File: config.mk
export PLATFORM = sky130hd
export DESIGN_NAME = cp0_regfile
export DESIGN_NICKNAME = d
export VERILOG_FILES = /design/src/rtl/cp0_regfile.sv
export SDC_FILE = /design/constraint.sdc
export NUM_CORES = 1
export LEC_CHECK = 0
export BUFFER_PORTS_ARGS = -buffer_cell sky130_fd_sc_hd__buf_2
export CORE_AREA = 2 2 147 149
export CTS_CLUSTER_SIZE = 16
export DETAILED_ROUTE_END_ITERATION = 16
export DIE_AREA = 0 0 149 151
export PLACE_DENSITY_LB_ADDON = 0.3
export SYNTH_ARGS = -nofsm -noshare
export SYNTH_HDL_FRONTEND = slang
export SYNTH_SLANG_ARGS = --single-unit
export TNS_END_PERCENT = 50
File: constraint.sdc
create_clock -name clk -period 3.6 [get_ports clk]
set_clock_uncertainty 0.1 [all_clocks]
set_input_delay 1.08 -clock clk [delete_from_list [all_inputs] [get_ports clk]]
set_output_delay 1.08 -clock clk [all_outputs]
set_load 0.01 [all_outputs]
File: src/rtl/cp0_regfile.sv
// ---------------------------------------------------------------------------
// cp0_regfile
//
// Purpose:
//   Coprocessor-0 register file for the MIPS core. Commits the exception /
//   ERET decision made in the M stage (EPC, Cause.BD, Cause.ExcCode,
//   Status.EXL, BadVAddr), services MTC0 writes and MFC0 reads, samples the
//   hardware interrupt lines into Cause.IP[7:2] and, optionally, implements
//   the Count/Compare timer.
//
// Configuration macro:
//   CP0_TIMER_EN  - when defined, Count/Compare/TI are implemented and TI is
//                   ORed into Cause.IP7. When undefined, Count, Compare and
//                   TI read as constant 0, MTC0 to 9/11 is ignored and
//                   Cause[15] follows ext_int[5] only.
//
// Ports:
//   clk, rst         clock; asynchronous active-high reset
//   we_i, waddr_i,   MTC0 write (enable, register number, data); takes
//   data_i           effect at the next clk edge
//   raddr_i, data_o  MFC0 read; data_o is combinational, no write bypass
//   ext_int          hardware interrupt lines -> Cause[15:10] every cycle
//   is_except,       exception/ERET commit from the M-stage decoder
//   except_type,
//   current_pc,
//   is_in_delayslot,
//   bad_addr
//   status_o, cause_o, epc_o, count_o, compare_o, badvaddr_o
//                    architectural register values
//   timer_int_o      Cause.TI
//
// Handshake note: there is no valid/ready pairing here. we_i and is_except
//   are single-cycle qualifiers sampled at the clk edge; a commit
//   (is_except=1) in the same cycle as we_i drops the MTC0 completely,
//   since the writing instruction is being flushed.
// ---------------------------------------------------------------------------
module cp0_regfile #(
  parameter logic [31:0] PRID = 32'h00004220
) (
  input  logic        clk,
  input  logic        rst,
  input  logic        we_i,
  input  logic [4:0]  waddr_i,
  input  logic [4:0]  raddr_i,
  input  logic [31:0] data_i,
  output logic [31:0] data_o,
  input  logic [5:0]  ext_int,
  input  logic        is_except,
  input  logic [31:0] except_type,
  input  logic [31:0] current_pc,
  input  logic        is_in_delayslot,
  input  logic [31:0] bad_addr,
  output logic [31:0] status_o,
  output logic [31:0] cause_o,
  output logic [31:0] epc_o,
  output logic [31:0] count_o,
  output logic [31:0] compare_o,
  output logic [31:0] badvaddr_o,
  output logic        timer_int_o
);

  localparam logic [4:0] REG_BADVADDR = 5'd8;
  localparam logic [4:0] REG_COUNT    = 5'd9;
  localparam logic [4:0] REG_COMPARE  = 5'd11;
  localparam logic [4:0] REG_STATUS   = 5'd12;
  localparam logic [4:0] REG_CAUSE    = 5'd13;
  localparam logic [4:0] REG_EPC      = 5'd14;
  localparam logic [4:0] REG_PRID     = 5'd15;

  localparam logic [31:0] STATUS_RESET = 32'h0040_0000;  // BEV=1
  // Software-writable bits: Status IM[15:8], EXL, IE; Cause IP[9:8].
  localparam logic [31:0] STATUS_WMASK = 32'h0000_FF03;
  localparam logic [31:0] CAUSE_WMASK  = 32'h0000_0300;

  localparam logic [31:0] EXC_ADEL = 32'h0000_0004;
  localparam logic [31:0] EXC_ADES = 32'h0000_0005;
  localparam logic [31:0] EXC_ERET = 32'h0000_000E;

  logic [31:0] status_q,   status_d;
  logic [31:0] cause_q,    cause_d;
  logic [31:0] epc_q,      epc_d;
  logic [31:0] badvaddr_q, badvaddr_d;

`ifdef CP0_TIMER_EN
  logic [31:0] count_q,    count_d;
  logic [31:0] compare_q,  compare_d;
  logic        tick_q,     tick_d;
`endif

  // MTC0 only lands when no commit is happening in the same cycle.
  logic mtc0_ok;
  assign mtc0_ok = we_i && !is_except;

  always_comb begin
    status_d   = status_q;
    cause_d    = cause_q;
    epc_d      = epc_q;
    badvaddr_d = badvaddr_q;
`ifdef CP0_TIMER_EN
    count_d    = count_q;
    compare_d  = compare_q;
    tick_d     = tick_q;
`endif

    if (is_except) begin
      if (except_type == EXC_ERET) begin
        status_d[1] = 1'b0;
      end else begin
        // Nested exceptions (EXL already set) keep the original EPC/BD so
        // the handler can still return to the first faulting instruction.
        if (!status_q[1]) begin
          epc_d       = is_in_delayslot ? (current_pc - 32'd4) : current_pc;
          cause_d[31] = is_in_delayslot;
        end
        status_d[1]   = 1'b1;
        cause_d[6:2]  = except_type[4:0];
        if (except_type == EXC_ADEL || except_type == EXC_ADES) begin
          badvaddr_d = bad_addr;
        end
      end
    end else if (mtc0_ok) begin
      case (waddr_i)
        REG_STATUS: status_d = (status_q & ~STATUS_WMASK) | (data_i & STATUS_WMASK);
        REG_CAUSE:  cause_d  = (cause_q  & ~CAUSE_WMASK)  | (data_i & CAUSE_WMASK);
        REG_EPC:    epc_d    = data_i;
        default: ;
      endcase
    end

    // Hardware interrupt lines are sampled every cycle, commit or not.
    cause_d[15:10] = ext_int;

`ifdef CP0_TIMER_EN
    // Count advances on every second edge; an MTC0 to Count restarts the
    // phase so the first increment comes two edges after the write.
    if (mtc0_ok && waddr_i == REG_COUNT) begin
      count_d = data_i;
      tick_d  = 1'b0;
    end else begin
      tick_d = ~tick_q;
      if (tick_q) begin
        count_d = count_q + 32'd1;
      end
    end

    if (mtc0_ok && waddr_i == REG_COMPARE) begin
      compare_d = data_i;
    end

    // TI: set on a Count==Compare cycle, cleared by writing Compare; the
    // clear is checked last so it wins a same-cycle collision.
    if (count_q == compare_q) begin
      cause_d[30] = 1'b1;
    end
    if (mtc0_ok && waddr_i == REG_COMPARE) begin
      cause_d[30] = 1'b0;
    end

    cause_d[15] = ext_int[5] | cause_q[30];
`else
    cause_d[30] = 1'b0;
`endif
  end

  always_ff @(posedge clk or posedge rst) begin
    if (rst) begin
      status_q   <= STATUS_RESET;
      cause_q    <= '0;
      epc_q      <= '0;
      badvaddr_q <= '0;
`ifdef CP0_TIMER_EN
      count_q    <= '0;
      compare_q  <= '0;
      tick_q     <= 1'b0;
`endif
    end else begin
      status_q   <= status_d;
      cause_q    <= cause_d;
      epc_q      <= epc_d;
      badvaddr_q <= badvaddr_d;
`ifdef CP0_TIMER_EN
      count_q    <= count_d;
      compare_q  <= compare_d;
      tick_q     <= tick_d;
`endif
    end
  end

  assign status_o   = status_q;
  assign cause_o    = cause_q;
  assign epc_o      = epc_q;
  assign badvaddr_o = badvaddr_q;
  assign timer_int_o = cause_q[30];
`ifdef CP0_TIMER_EN
  assign count_o    = count_q;
  assign compare_o  = compare_q;
`else
  assign count_o    = '0;
  assign compare_o  = '0;
`endif

  // MFC0 read mux: current register state only, no bypass of a pending write.
  always_comb begin
    data_o = '0;
    case (raddr_i)
      REG_BADVADDR: data_o = badvaddr_o;
      REG_COUNT:    data_o = count_o;
      REG_COMPARE:  data_o = compare_o;
      REG_STATUS:   data_o = status_q;
      REG_CAUSE:    data_o = cause_q;
      REG_EPC:      data_o = epc_q;
      REG_PRID:     data_o = PRID;
      default:      data_o = '0;
    endcase
  end

endmodule
# Word-level counts from Yosys, hierarchy flattened
# Index checks and enable logic that the tools add are counted.
[op_classes]
n_addsub = 1
n_reduce_logical = 14
bitwise = 4
eq_ne = 13
mux = 18
[ops]
columns = ["op", "count"]
rows = [
  ["2-to-1 mux 32 bit", 8],
  ["one-hot mux 32 bit (5 select lines)", 1],
  ["equality test 32 x 3 -> 1 bit, second input constant", 2],
  ["equality test 5 x 4 -> 1 bit, second input constant", 8],
  ["equality test 32 x 4 -> 1 bit, second input constant", 1],
  ["OR 32 x 10 -> 32 bit", 1],
  ["OR 32 x 16 -> 32 bit", 1],
  ["subtractor 32 x 3 -> 32 bit, second input constant", 1],
  ["AND reduction 3 bit", 4],
  ["2-to-1 mux 5 bit", 2],
  ["AND reduction 4 bit", 2],
  ["nonzero test 2 bit", 4],
  ["2-to-1 mux 1 bit", 5],
  ["2-to-1 mux 2 bit", 2],
  ["!= test 2 bit, second input constant", 2],
  ["inverter 1 bit", 2],
  ["AND reduction 2 bit", 1],
  ["logical AND 1 bit", 1],
  ["logical NOT 1 bit", 1],
  ["logical OR 1 bit", 1],
]
[totals]
word_cells = 58
output_inout_bits = 225
reg_bits = 127

# Depth between registers and ports, before layout
[logic_depth]
depth_word = 5
mapped_depth = 7
depth_no_buf = 7

# Worst setup path after synthesis
# OpenSTA, ideal clock, no wires.
[synth_path]
kind = "input to output"
from = "input raddr_i[1]"
to = "output data_o[17]"
t_arrival_ns = 2.363
required_ns = 2.420
path_stages = 5
slack_ns = 0.057
path_cell_list = "clkbuf_1 > nor3b_1 > clkbuf_1 > buf_1 > a22o_1"
[synth_via]
elab_chain_len = 2
elab_cells_between_ends = 6
classes_between = "5 x eq/ne; 1 x mux"
[synth_rtl]
columns = ["item", "line", "source"]
rows = [
  ["from (decl)", "44", "input logic [4:0] raddr_i,"],
  ["equality test 5 x 4 -> 1 bit", "205", "case (raddr_i)"],
  ["one-hot mux 32 bit (5 select lines) (*)", "205", ""],
  ["to (decl)", "46", "output logic [31:0] data_o,"],
]
# Mark *: on every way between the ends. The rest lies on a longest branch, timed or not.

# Final worst setup path
[layout_path]
from = "input raddr_i[4]"
to = "output data_o[12]"
# The elaborated chain is that of the path after synthesis.

==> summary.txt <==
Worst setup path
  • Critical-path maximum fanout: 5
  • CP startpoint kind: input pin
  • Crit path arrival time: 2.39 ns
  • Crit. End Element: output pin
  • R2R Path End: epc_o[29]
  • CP top delay family: simple AND/OR/NAND/NOR gates
  • Cells along the critical path: buf_2 > nand3b_1 > nor3_1 > buf_4 > a22oi_1 > nand2_1 > buf_2
  • Reg2Reg Setup Slack: 1.68 ns
  • CP max stage cell: nor3_1
  • Worst Path Required: 2.42 ns
  • Setup CP Type: in -> out
  • CP Buf/Inv Count: 3
  • Reg2Reg Depth: 3
  • Crit path from: raddr_i[4]
  • WP depth: 7
  • Cell mode on critical path: buf_2
  • Worst R2R Start: status_o[1]
  • Crit-path max cell delay: 0.41 ns
  • CP endpoint: data_o[12]

Routing
  • Initial drt markers: roughly 200
  • Vias per cell: 4.54
  • DR vias: 5,083
  • Drt drc: 0
  • Routed len/inst: 17.6 um
  • Routed Wire Length: 19,700 um
  • DRT antenna net count: 0
  • DR pass1 iterations: 4

Timing
  • Final hold violation count: 0
  • Final min period: 3.57 ns
  • Relative slew slack: 50.0%
  • RSZ-0062 raised after global routing: true
  • Fmax: between 0.2 and 0.3 GHz
  • Period utilisation layout: 99.2%
  • Setup Viol. Count Final: 0
  • Setup WS post-layout: 0.0298 ns
  • Least-Margin Pin Slew: 0.750 ns
  • Pins Over Slew Limit: 0

CTS
  • Clock Latency Late Sink: 0.35 ns
  • CTS tree: done
  • Clk buf depth: 2
  • TritonCTS Buffers: 9
  • # H-tree levels: 3
  • Hold buffers post-CTS: 0
  • Post-CTS sizing: 0
  • Clock root cell: clkbuf_16
  • CTS clk-pin slew, worst paths: 0.08 ns
  • Clock sink total: between 80 and 90
  • Post-CTS Setup Inserts: 0

Synth
  • Synth Cell Area: ~5700 um2
  • Register area share after synthesis: 39.0%
  • Yosys cell types: 49
  • Syn Area/Cell: 10.1 um2
  • Yosys synthesis warning count: 0
  • Register bit total from synthesis: 88
  • Post-Syn Instances: 559

Placed design
  • # placed instances: 1,102
  • Hpwl dp: approximately 15,000 um
  • IO buf count: 268
  • Routability cong.: 0.767
  • Worst slack, placed: 0.0685 ns

Floorplanning
  • Die Width: 149 um
  • Area of the die: between 20,000 and 25,000 um2
  • Starting Density: 27.1%
  • Top Ports: 374
  • Core footprint: 20,800 um2
  • Die Height: approximately 150 um
  • Cell Rows: 53

Cells and area
  • Synthesis-to-finish area growth: 31.8%
  • Share of cells above drive strength 1: 48.0%
  • Fin util: 35.8%
  • Non-filler cells, final: 1,120
  • Layout Nets: ~990

Global routing
  • First-pass GRT wire length: approximately 28,000 um
  • Vias in the first global route: approximately 4,700
  • Initial antenna violation count: 5
  • Largest net degree at the start of global routing: 89
  • Total Routing Usage GR: ~17%
  • Grt ovf: 0

Power
  • Switching power: roughly 0.88 mW
  • Int Pwr: 1.98 mW
  • P per Cell Area: 385 nW/um2
  • Leakage: 3.81 nW
  • Flop pwr share: 42.2%
  • Sw Share: 30.8%
  • VDD IR-drop max: 0.000211 V
  • Clk pwr share: 37.3%
  • Gate power share: between 20% and 30%

Outcome
  • Status: complete, no violations

Worst hold path
  • HP Class: reg -> reg

Flow run
  • Max Cap Violations: 0
-- area by class of cell --
class	count	area [um2]
inverter	9	36.3
clock buffer	9	225
timing repair buffer	298	1600
multi-input combinational	432	2930
clock inverter	7	101
sequential	88	2200
fill	2211	13400
antenna	2	5.00
tap	275	344
-- routing by layer --
| layer | part of all wire, % | global-route usage (%) | up-vias |
|---|---|---|---|
| met2 | 50 | 29.5 | 225 |
| met1 | 40 | 20.4 | 2434 |
| met3 | 7.5 | 4.82 | 28 |
| li1 | - | - | 2390 |
| met5 | 0.21 | 0 | - |
| met4 | 1.7 | 4.81 | 6 |
-- Yosys cell counts, drive strengths merged --
library cell  count  area (um2)
xnor2            14         123
mux2i             1        10.0
dfrtp            88        2200
buf             112         828
a221o             2        20.0
a211o             2        17.5
nand2b            3        18.8
a222oi            5        50.1
or3              11        68.8
a22oi            14         105
nand4             5        31.3
a31o              1        8.76
or2               2        12.5
or3b              1        8.76
o31ai             6        45.0
a22o             15         131
inv               9        33.8
nor4b             4        35.0
xor2              2        17.5
mux2             81         912
or4b              5        57.6
or4               7        52.6
nand3             1        5.00
nand3b            2        15.0
nor2             39         146
conb              2        7.51
o211a             2        20.0
nor3             12        60.1
nor4             15         100
nor3b             4        30.0
nor4bb            1        10.0
a31oi            13        81.3
o21ai             7        35.0
clkbuf           21        78.8
nand4b            4        35.0
nand2            20        75.1
o41ai             4        42.6
nor2b             1        6.26
ha                1        12.5
a21oi            20         100
-- cell families after synthesis --
group	Yosys count	synth area share [%]
adders and majority gates	1	0.221
xor gates and xnor gates	16	2.48
muxes	82	16.3
buffers and inverters	142	16.7
AOI/OAI and AO/OA	91	11.6
and+or+nand+nor	137	13.6
DFF	88	39.0
other	2	0.133
-- registers in the layout, indices dropped and copies added (netlist names) --
name and count:
epc_o 32, status_o 10, cause_o 14, badvaddr_o 32
-- power groups by stage --
| stage | logic, mW | clock network, mW | registers, mW |
|---|---|---|---|
| final | 0.589 | 1.07 | 1.21 |
| after global routing | 0.654 | 1.15 | 1.23 |
| after CTS | 0.598 | 1.12 | 1.21 |
| after detailed placement | 0.596 | 0 | 1.23 |
| after global placement | 0.591 | 0 | 1.23 |
| after floorplan | 0.342 | 0 | 1.24 |
-- metrics by stage --
step                hold WS (ns)  setup TNS, ns  total power, mW  instance area [um2]
floorplan                  0.430              0             1.58                 6040
detailed placement         0.397              0             1.83                 7110
finish                     0.421              0             2.86                 7440
global placement           0.398              0             1.82                 7110
CTS                        0.419              0             2.93                 7440
global route               0.452         -0.219             3.03                 7440
-- cell usage in the layout, fill, tap and decap left out, types with 3 or more instances in the layout --
cell type,instances
buf_2,268
conb_1,105
dfrtp_1,88
mux2_2,76
nor2_1,39
buf_4,27
nand2_1,20
a21oi_1,20
a22o_1,15
xnor2_1,14
a22oi_1,14
nor4_1,13
a31oi_1,13
nor3_1,11
or3_1,11
clkbuf_16,9
inv_1,8
or4_1,7
o21ai_0,6
o31ai_1,6
nand4_1,5
mux2_1,5
a222oi_1,5
nand4b_1,4
nor4b_1,4
nand2b_1,3
o41ai_1,3
buf_12,3
-- tightest hold or removal path, stage by stage (launching register included) --
cell and delay [ns]:
dfrtp_1 0.38, nand2_1 0.06, nand2_1 0.05
-- worst min-delay path by stage --
stage / from / endpoint / cells past startpoint
2_1_floorplan: cause_o[2] / cause_o[2] / 2
3_3_place_gp: cause_o[2] / cause_o[2] / 2
3_5_place_dp: cause_o[2] / cause_o[2] / 2
4_1_cts: cause_o[2] / cause_o[2] / 2
5_1_grt: badvaddr_o[26] / badvaddr_o[26] / 1
6_report: cause_o[2] / cause_o[2] / 2
(Power assumes the default switching activity.)
